### src/rtl/spi_master_tx_pkg.sv
// Shared definitions for the pixel-link SPI transmitter and its clock divider.
package spi_master_tx_pkg;

  localparam int DEFAULT_WORD_WIDTH  = 16;
  localparam int DEFAULT_CLK_DIV     = 2;
  localparam int DEFAULT_RESET_PULSE = 4;

  typedef enum logic [1:0] {
    IDLE = 2'd0,
    LOW  = 2'd1,
    HIGH = 2'd2
  } tx_state_t;

  // Counter width that stays at least one bit for a modulus of 1.
  function automatic int cnt_width(input int n);
    return (n > 1) ? $clog2(n) : 1;
  endfunction

endpackage

### src/rtl/spi_master_tx_if.sv
// Word handshake between the frame-source logic (master) and the SPI transmitter (slave).
interface spi_master_tx_if
  import spi_master_tx_pkg::*;
#(
  parameter int WORD_WIDTH = DEFAULT_WORD_WIDTH
);

  logic [WORD_WIDTH-1:0] in_data;
  logic                  in_valid;
  logic                  in_ready;

  modport master (output in_data, output in_valid, input in_ready);
  modport slave  (input in_data, input in_valid, output in_ready);

endinterface

### src/rtl/spi_clk_divider.sv
// Half-period counter: while run is high, phase_end strobes every CLK_DIV clocks.
module spi_clk_divider
  import spi_master_tx_pkg::*;
#(
  parameter int CLK_DIV = DEFAULT_CLK_DIV
) (
  input  logic clock,
  input  logic reset,
  input  logic run,
  output logic phase_end
);

  localparam int DW = cnt_width(CLK_DIV);

  logic [DW-1:0] div_cnt_reg;

  assign phase_end = run && (div_cnt_reg == DW'(CLK_DIV - 1));

  // Counter restarts from zero whenever the phase ends or the link is idle.
  always_ff @(posedge clock or negedge reset) begin
    if (!reset) begin
      div_cnt_reg <= '0;
    end else if (!run || phase_end) begin
      div_cnt_reg <= '0;
    end else begin
      div_cnt_reg <= div_cnt_reg + 1'b1;
    end
  end

endmodule

### src/rtl/spi_master_tx.sv
// SPI transmitter for the 16-bit pixel link: MSB first, edge-counted framing, no chip select.
// Optional slave reset pulse (link_reset/resync) is enabled by defining SPI_TX_LINK_RESET_EN.
module spi_master_tx
  import spi_master_tx_pkg::*;
#(
  parameter int CLK_DIV     = DEFAULT_CLK_DIV,
  parameter int WORD_WIDTH  = DEFAULT_WORD_WIDTH,
  parameter int RESET_PULSE = DEFAULT_RESET_PULSE
) (
  input  logic           clock,
  input  logic           reset,
  spi_master_tx_if.slave tx,
  output logic           spi_clk,
  output logic           spi_mosi,
  output logic           busy,
  output logic           word_done,
  input  logic           resync,
  output logic           link_reset
);

  localparam int BW = cnt_width(WORD_WIDTH);

  tx_state_t             state_reg, state_next;
  logic [WORD_WIDTH-1:0] shift_reg, shift_next;
  logic [BW-1:0]         bit_cnt_reg, bit_cnt_next;
  logic                  spi_clk_reg, spi_clk_next;
  logic                  busy_reg, busy_next;
  logic                  word_done_reg, word_done_next;
  logic                  armed_reg;
  logic                  hold_ready;
  logic                  phase_end;
  logic                  last_bit;
  logic                  accept;

  spi_clk_divider #(.CLK_DIV(CLK_DIV)) u_div (
    .clock     (clock),
    .reset     (reset),
    .run       (state_reg != IDLE),
    .phase_end (phase_end)
  );

  assign last_bit = (bit_cnt_reg == BW'(WORD_WIDTH - 1));

  // Ready in IDLE and in the final HIGH cycle of a word, so a stream has no gap.
  assign tx.in_ready = armed_reg && !hold_ready &&
                       ((state_reg == IDLE) ||
                        ((state_reg == HIGH) && phase_end && last_bit));
  assign accept = tx.in_ready && tx.in_valid;

  always_comb begin
    state_next     = state_reg;
    shift_next     = shift_reg;
    bit_cnt_next   = bit_cnt_reg;
    word_done_next = 1'b0;
    case (state_reg)
      IDLE: begin
        if (accept) begin
          shift_next   = tx.in_data;
          bit_cnt_next = '0;
          state_next   = LOW;
        end
      end
      LOW: begin
        if (phase_end) state_next = HIGH;
      end
      HIGH: begin
        if (phase_end) begin
          if (!last_bit) begin
            shift_next   = {shift_reg[WORD_WIDTH-2:0], 1'b0};
            bit_cnt_next = bit_cnt_reg + 1'b1;
            state_next   = LOW;
          end else begin
            word_done_next = 1'b1;
            if (accept) begin
              shift_next   = tx.in_data;
              bit_cnt_next = '0;
              state_next   = LOW;
            end else begin
              state_next = IDLE;
            end
          end
        end
      end
      default: state_next = IDLE;
    endcase
    spi_clk_next = (state_next == HIGH);
    busy_next    = (state_next != IDLE);
  end

  always_ff @(posedge clock or negedge reset) begin
    if (!reset) begin
      state_reg     <= IDLE;
      shift_reg     <= '0;
      bit_cnt_reg   <= '0;
      spi_clk_reg   <= 1'b0;
      busy_reg      <= 1'b0;
      word_done_reg <= 1'b0;
      armed_reg     <= 1'b0;
    end else begin
      state_reg     <= state_next;
      shift_reg     <= shift_next;
      bit_cnt_reg   <= bit_cnt_next;
      spi_clk_reg   <= spi_clk_next;
      busy_reg      <= busy_next;
      word_done_reg <= word_done_next;
      armed_reg     <= 1'b1;
    end
  end

  // MOSI is the shift register MSB, so it only moves on LOW entry and holds between words.
  assign spi_clk   = spi_clk_reg;
  assign spi_mosi  = shift_reg[WORD_WIDTH-1];
  assign busy      = busy_reg;
  assign word_done = word_done_reg;

`ifdef SPI_TX_LINK_RESET_EN
  localparam int PW = cnt_width(RESET_PULSE);

  logic          link_reset_reg;
  logic          resync_d_reg;
  logic          pending_reg;
  logic [PW-1:0] pulse_cnt_reg;
  logic          pulse_start;

  // A resync edge is parked until the word in flight has finished.
  assign pulse_start = pending_reg && !link_reset_reg && (state_reg == IDLE);
  assign hold_ready  = link_reset_reg || pending_reg;
  assign link_reset  = link_reset_reg;

  always_ff @(posedge clock or negedge reset) begin
    if (!reset) begin
      link_reset_reg <= 1'b1;
      resync_d_reg   <= 1'b0;
      pending_reg    <= 1'b0;
      pulse_cnt_reg  <= '0;
    end else begin
      resync_d_reg <= resync;
      pending_reg  <= (pending_reg || (resync && !resync_d_reg)) && !pulse_start;
      if (pulse_start) begin
        link_reset_reg <= 1'b1;
        pulse_cnt_reg  <= '0;
      end else if (link_reset_reg) begin
        if (pulse_cnt_reg == PW'(RESET_PULSE - 1)) begin
          link_reset_reg <= 1'b0;
          pulse_cnt_reg  <= '0;
        end else begin
          pulse_cnt_reg <= pulse_cnt_reg + 1'b1;
        end
      end
    end
  end
`else
  logic unused_link_cfg;

  assign hold_ready      = 1'b0;
  assign link_reset      = 1'b0;
  assign unused_link_cfg = resync ^ RESET_PULSE[0];
`endif

endmodule

### src/flat_wrapper.sv
// flat-port wrapper written by rule: the top's interface ports become plain ports
module spi_master_tx_flat import spi_master_tx_pkg::*;
#(
  parameter int CLK_DIV     = DEFAULT_CLK_DIV,
  parameter int WORD_WIDTH  = DEFAULT_WORD_WIDTH,
  parameter int RESET_PULSE = DEFAULT_RESET_PULSE
)
  (clock, reset, spi_clk, spi_mosi, busy, word_done, resync, link_reset, tx_in_data, tx_in_valid, tx_in_ready);
  spi_master_tx_if #(.WORD_WIDTH(WORD_WIDTH)) tx_i ();
  input  logic clock;
  input  logic reset;
  output logic spi_clk;
  output logic spi_mosi;
  output logic busy;
  output logic word_done;
  input  logic resync;
  output logic link_reset;
  input wire logic [$bits(tx_i.in_data)-1:0] tx_in_data;
  input wire logic [$bits(tx_i.in_valid)-1:0] tx_in_valid;
  output wire logic [$bits(tx_i.in_ready)-1:0] tx_in_ready;
  assign tx_i.in_data = tx_in_data;
  assign tx_i.in_valid = tx_in_valid;
  assign tx_in_ready = tx_i.in_ready;
  spi_master_tx #(.CLK_DIV(CLK_DIV), .WORD_WIDTH(WORD_WIDTH), .RESET_PULSE(RESET_PULSE)) u_core (.clock(clock), .reset(reset), .tx(tx_i), .spi_clk(spi_clk), .spi_mosi(spi_mosi), .busy(busy), .word_done(word_done), .resync(resync), .link_reset(link_reset));
endmodule
### config.mk
export PLATFORM = sky130hd
export DESIGN_NAME = spi_master_tx_flat
export DESIGN_NICKNAME = d
export VERILOG_FILES = /design/src/rtl/spi_master_tx_pkg.sv /design/src/rtl/spi_master_tx_if.sv /design/src/rtl/spi_clk_divider.sv /design/src/rtl/spi_master_tx.sv /design/src/flat_wrapper.sv
export SDC_FILE = /design/constraint.sdc
export NUM_CORES = 1
export LEC_CHECK = 0
export CORE_AREA = 2 2 42 83
export CTS_BUF_LIST = sky130_fd_sc_hd__clkbuf_16
export CTS_CLUSTER_SIZE = 25
export DETAILED_ROUTE_END_ITERATION = 7
export DIE_AREA = 0 0 44 85
export DONT_BUFFER_PORTS = 1
export SKIP_CTS_REPAIR_TIMING = 1
export SYNTH_ARGS = -nofsm -noshare
export SYNTH_HDL_FRONTEND = slang
export SYNTH_HIERARCHICAL = 1
export SYNTH_SLANG_ARGS = --single-unit
export TNS_END_PERCENT = 100
### constraint.sdc
create_clock -name clock -period 3.8 [get_ports clock]
set_input_delay 0.19 -clock clock [delete_from_list [all_inputs] [get_ports clock]]
set_output_delay 0.19 -clock clock [all_outputs]
set_load 0.02 [all_outputs]
# == After elaboration in Yosys (flattened, before gate mapping) ==
# Index checks and enable logic that the tools add are counted.
# word_totals
memories,0
latchBits,0
romBits,0
ramBits,0
register_bits,27
# classes
n_reduce_logical,13
add_sub_neg,2
n_bitwise,0
mul,0
order_cmp,0
n_eq_ne,5
shift,0
div_mod_pow,0
muxes,18
# ops
op,count
16-bit 2-to-1 mux,3
16-bit case mux with 2 select lines,1
4-bit 2-to-1 mux,3
2-bit 2-to-1 mux,4
4-bit case mux with 2 select lines,1
2-bit case mux with 3 select lines,1
2-bit nonzero test,3
1-bit logical AND,5
1-bit 2-to-1 mux,5
4-bit by 1-bit adder with 4-bit output (second input constant),1
2-bit equality test (second input constant),2
4-bit equality test (second input constant),1
2-bit by 1-bit equality test with 1-bit output (second input constant),1
2-bit logical NOT,1
1-bit logical OR,2
2-bit by 1-bit != test with 1-bit output (second input constant),1
2-bit AND reduction,1
1-bit adder (second input constant),1
1-bit logical NOT,1

# == Depth between registers and ports, before layout ==
# logic_depth
word_depth,12
depth_mapped,7
ltp_nobuf,5

# == Cells and area by module ==
# Netlist, hierarchy kept.
# by_module_without_submodules
module,area_each_um2,instances,cells_per_inst
spi_master_tx,1308.8,1,127
spi_clk_divider,41.3,1,3

# == Least setup slack after synthesis ==
# OpenSTA, ideal clock, no wires.
# synth_timing
path_type,register -> register
startpoint,register u_core.state_reg[1]
endpoint,register u_core.shift_reg[10]
period_less_slack_ns,1.868
setup_slack_ns,1.932
arrival_ns,1.757
stages_incl_launch_ff,8
n_path_buf,2
setup_time_ns,0.111
path_cell_list,dfrtp_1 buf_2 or2_2 and2_2 nand4_2 a21oi_4 buf_4 a222oi_1
# synth_between
elab_chain_len,11
elab_cells_between_ends,16
classes_between,eq/ne: 2; mux: 4; reduce/logical: 10
# synth_rtl
element,line_no,rtl
start: declaration,spi_master_tx.sv:23,"tx_state_t state_reg, state_next;"
start signal: assignment,spi_master_tx.sv:100,state_reg <= state_next;
2-bit nonzero test (*),spi_master_tx.sv:38,".run (state_reg != IDLE),"
1-bit logical AND (*),spi_clk_divider.sv:17,assign phase_end = run && (div_cnt_reg == DW'(CLK_DIV - 1));
via u_core.phase_end,spi_master_tx.sv:31,logic phase_end;
1-bit logical AND (2 in a row),spi_master_tx.sv:47,((state_reg == HIGH) && phase_end && last_bit));
1-bit logical OR,spi_master_tx.sv:46,((state_reg == IDLE) ||
1-bit logical AND,spi_master_tx.sv:45,assign tx.in_ready = armed_reg && !hold_ready &&
1-bit logical AND,spi_master_tx.sv:48,assign accept = tx.in_ready && tx.in_valid;
16-bit 2-to-1 mux (3 in a row),n/a,
16-bit case mux with 2 select lines,spi_master_tx.sv:55,case (state_reg)
end signal: assignment,spi_master_tx.sv:101,shift_reg <= shift_next;
end: declaration,spi_master_tx.sv:24,"logic [WORD_WIDTH-1:0] shift_reg, shift_next;"
# The timed path passes the listed nets; every way through them passes the cells marked *. The select of a mux whose other input is x is not followed.
# A chain may end at the register's enable or synchronous reset.

# == Worst setup path after layout ==
# layout_timing
startpoint,register u_core.state_reg[1]
endpoint,register u_core.shift_reg[0]
# Same word-level chain as after synthesis.

==> impl_metrics.prom <==
# TYPE chip_impl_metric gauge
chip_impl_info{name="status",value="completed"} 1
chip_impl_metric{name="boundaryPins",unit=""} 26
chip_impl_metric{name="filler_cell_count",unit=""} 305
chip_impl_metric{name="cp.arrival",unit="ns"} 2.28
chip_impl_metric{name="synthDominantCellAreaShare",unit=""} 0.500
chip_impl_metric{name="worst-path-max-fanout",unit=""} 17
chip_impl_metric{name="regToRegSetupSlack",unit="ns"} 1.66
chip_impl_metric{name="vias",unit=""} 959
chip_impl_metric{name="power.switching_fraction",unit=""} 0.337
chip_impl_metric{name="drv_cap",unit=""} 0
chip_impl_info{name="min-delay-path-class",value="in -> reg"} 1
chip_impl_metric{name="cts_inserted_buffers",unit=""} 3
chip_impl_metric{name="postSynthRegisterBits",unit=""} 27
chip_impl_metric{name="synthesis.nets",unit=""} 151
chip_impl_info{name="synth_largest_area_cell",value="dfrtp_1"} 1
chip_impl_metric{name="final_period_minus_worst_setup_slack",unit="ns"} 2.14
chip_impl_metric{name="design.final.nets",unit=""} 151
chip_impl_metric{name="clock_tree.buffer_depth",unit=""} 2
chip_impl_metric{name="fin_tns_setup",unit="ns"} 0
chip_impl_metric{name="synth_simple_gate_area_frac",unit=""} 0.128
chip_impl_metric{name="grt_pass1_wl",unit="mm"} 4.33
chip_impl_metric{name="relSlewSlack",unit=""} 0.560
chip_impl_metric{name="clk_transition_reported_paths",unit="ns"} 0.06
chip_impl_metric{name="multiInputGateArea",unit="sq um"} 510
chip_impl_metric{name="gr-total-overflow",unit=""} 0
chip_impl_metric{name="post_detailed_placement_half_perimeter_wirelength",unit="mm"} 1.75
chip_impl_metric{name="synth.mux.area_fraction",unit=""} 0.0167
chip_impl_metric{name="grt_util_all_layers",unit=""} 0.154
chip_impl_metric{name="place_congestion",unit=""} 0.809
chip_impl_metric{name="insertedDiodeCount",unit=""} 0
chip_impl_metric{name="synth_compound_area_frac",unit=""} 0.219
chip_impl_metric{name="synth.lib_cells_used.distinct",unit=""} 39
chip_impl_metric{name="cell_internal_pwr",unit="W"} 0.000674
chip_impl_metric{name="hold_viol",unit=""} 0
chip_impl_metric{name="synth.yosys.seq_area_share",unit=""} 0.500
chip_impl_metric{name="switchingPower",unit="W"} 0.000343
chip_impl_info{name="crit_path_start_kind",value="register"} 1
chip_impl_metric{name="post-route-drc-count",unit=""} 0
chip_impl_metric{name="synth-warning-count",unit=""} 6
chip_impl_metric{name="drtPass1Iterations",unit=""} 6
chip_impl_info{name="cts_tree",value="done"} 1
chip_impl_metric{name="largest_net_degree_at_the_start_of_global_routing",unit=""} 28
chip_impl_metric{name="worstSkewPairLatency",unit="ns"} 0.26
chip_impl_info{name="synth_top_family_by_area",value="compound AO/OA/AOI/OAI gates"} 1
chip_impl_info{name="synth_top_cells_by_area",value="dfrtp_1 50%, a222oi_1 9.6%, inv_1 8.3%"} 1
chip_impl_metric{name="routed_via_density",unit=""} 5.99
chip_impl_metric{name="max_clock_freq",unit="MHz"} 468
chip_impl_metric{name="total_power",unit="W"} 0.00102
chip_impl_metric{name="combinationalPowerShare",unit=""} 0.296
chip_impl_metric{name="synth_xor_area_frac",unit=""} 0
chip_impl_metric{name="clockPowerShare",unit=""} 0.231
chip_impl_metric{name="detail-route-antenna-nets",unit=""} 0
chip_impl_metric{name="syn_area",unit="sq um"} 1350
chip_impl_metric{name="number_of_flip_flops_in_the_largest_register",unit=""} 16
chip_impl_metric{name="grt_antenna_before_repair",unit=""} 0
chip_impl_metric{name="floorplan_core_area",unit="sq um"} 3120
chip_impl_metric{name="cts_htree_levels",unit=""} 1
chip_impl_metric{name="worst-slew-pin-transition",unit="ns"} 0.659
chip_impl_metric{name="number_of_instances_in_the_synthesized_netlist",unit=""} 130
chip_impl_metric{name="syn_area_per_cell",unit="sq um"} 10.4
chip_impl_metric{name="timing.final.crit_share",unit=""} 0.562
chip_impl_metric{name="maximum_vdd_drop",unit="mV"} 0.346
chip_impl_metric{name="cts_sinks",unit=""} 27
chip_impl_metric{name="drive_above_1_share",unit=""} 0.109
chip_impl_info{name="crit_type",value="reg -> reg"} 1
chip_impl_metric{name="fp-row-count",unit=""} 29
chip_impl_metric{name="leakage",unit="nW"} 0.728
chip_impl_metric{name="die_h",unit="um"} 85
chip_impl_metric{name="finalSetupViolations",unit=""} 0
chip_impl_metric{name="cp_required",unit="ns"} 3.95
chip_impl_metric{name="seqCellArea",unit="sq um"} 676
chip_impl_metric{name="wirelength",unit="mm"} 2.51
chip_impl_metric{name="post_drt_wl_per_cell",unit="um"} 15.7
chip_impl_metric{name="p_per_area",unit="nW/um^2"} 703
chip_impl_metric{name="initial_utilization",unit=""} 0.433
chip_impl_info{name="critPathCaptureType",value="register"} 1
chip_impl_metric{name="finalClockSkew",unit="ns"} 0.00146
chip_impl_metric{name="die_w",unit="um"} 44
chip_impl_metric{name="die_area",unit="sq um"} 3740
chip_impl_metric{name="finalMaxSlewViolations",unit=""} 0
chip_impl_metric{name="hold_ws",unit="ns"} 0.0804
chip_impl_info{name="cts-root-buf",value="clkbuf_16"} 1
chip_impl_metric{name="via_count_of_the_first_global_routing_pass",unit=""} 1006
chip_impl_metric{name="drc_violation_total_after_the_first_tritonroute_iteration",unit=""} 65
chip_impl_metric{name="synth_fa_ha_area_frac",unit=""} 0.00927
chip_impl_metric{name="placement.io_buffers",unit=""} 0
chip_impl_metric{name="area.growth.synth_to_final",unit="%"} 7.14
chip_impl_info{name="grt_setup_unrepaired",value="no"} 1
chip_impl_metric{name="sequentialPowerShare",unit=""} 0.473
-- cell usage in the layout, fill, tap and decap left out, types with 3 or more instances in the layout --
cell type and instances:
a21oi_1 6, o21ai_0 4, nand2_1 5, clkbuf_16 3, nand3b_1 3, dfrtp_1 27, inv_1 31, nand3_1 3
a222oi_1 13
-- critical path, stage by stage (launching register included) --
cell and delay [ns]:
dfrtp_1 0.61, or2_2 0.19, and2_2 0.22, nand4_2 0.16, a21oi_4 0.45, mux2_2 0.39
-- per-stage QoR --
step                area [sq um]  cells  setup slack, ns  utilization
floorplan                   1350    130             1.93            -
global placement            1340    154             1.68        0.429
detailed placement          1340    154             1.63        0.429
CTS                         1420    158             1.64        0.454
global route                1450    160             1.48        0.464
finish                      1450    160             1.66        0.464
-- worst paths after layout --
kind,startpoint,to,cells after the start
max,u_core/state_reg[1],u_core/shift_reg[0],5
min,tx_in_data[2],u_core/shift_reg[2],2
max reg2reg,u_core/state_reg[1],u_core/shift_reg[0],5
min reg2reg,u_core/shift_reg[5],u_core/shift_reg[5],2
max in group asynchronous,reset,u_core/shift_reg[13],2
min in group asynchronous,reset,u_core/word_done,2
-- synthesized netlist by cell type (all sizes together) --
library cell,number
a21oi,7
nand4b,1
and3,2
and3b,1
or2,1
buf,6
conb,2
or2b,1
and2,2
clkbuf,1
ha,1
inv,30
nor2,3
o21ai,4
o311ai,1
nor2b,1
nand2,5
nand3,3
a21boi,1
dfrtp,27
nor3b,1
o221ai,1
nor3,2
a221oi,1
nand3b,3
nand4,1
o2bb2ai,1
and2b,1
mux2,2
a211o,1
o311a,1
o22a,1
a222oi,13
a22oi,1
-- power by group through the flow --
stage	Clock, W	Combinational, W	Sequential, W
6_report	0.000235	0.000301	0.000481
5_1_grt	0.000252	0.000342	0.000498
4_1_cts	0.000241	0.000296	0.000481
3_5_place_dp	0	0.000295	0.000486
3_3_place_gp	0	0.000282	0.000485
2_1_floorplan	0	0.000276	0.000457
-- per-layer routing --
metal | track usage | vias up | wire (um)
met4 | 0.0992 | 0 | 91
met5 | 0 | - | 0
met2 | 0.258 | 31 | 1330
met1 | 0.173 | 466 | 1010
li1 | - | 456 | -
met3 | 0.0213 | 6 | 80
-- layout make-up --
cell class | count | area share
clock inverters | 1 | 0.00260
multi-input cells | 66 | 0.353
clock buffers | 3 | 0.0519
repair buffers | 2 | 0.0208
inverters | 30 | 0.0779
well taps | 31 | 0.0268
flip-flops and latches | 27 | 0.467
-- kinds of logic after synthesis --
logic type / Yosys count
AOI/OAI and AO/OA: 33
adders and majority gates: 1
buffers and inverters: 37
DFF: 27
muxes: 2
other: 2
and+or+nand+nor: 28
Note: power is estimated with default switching activity, not from simulation.
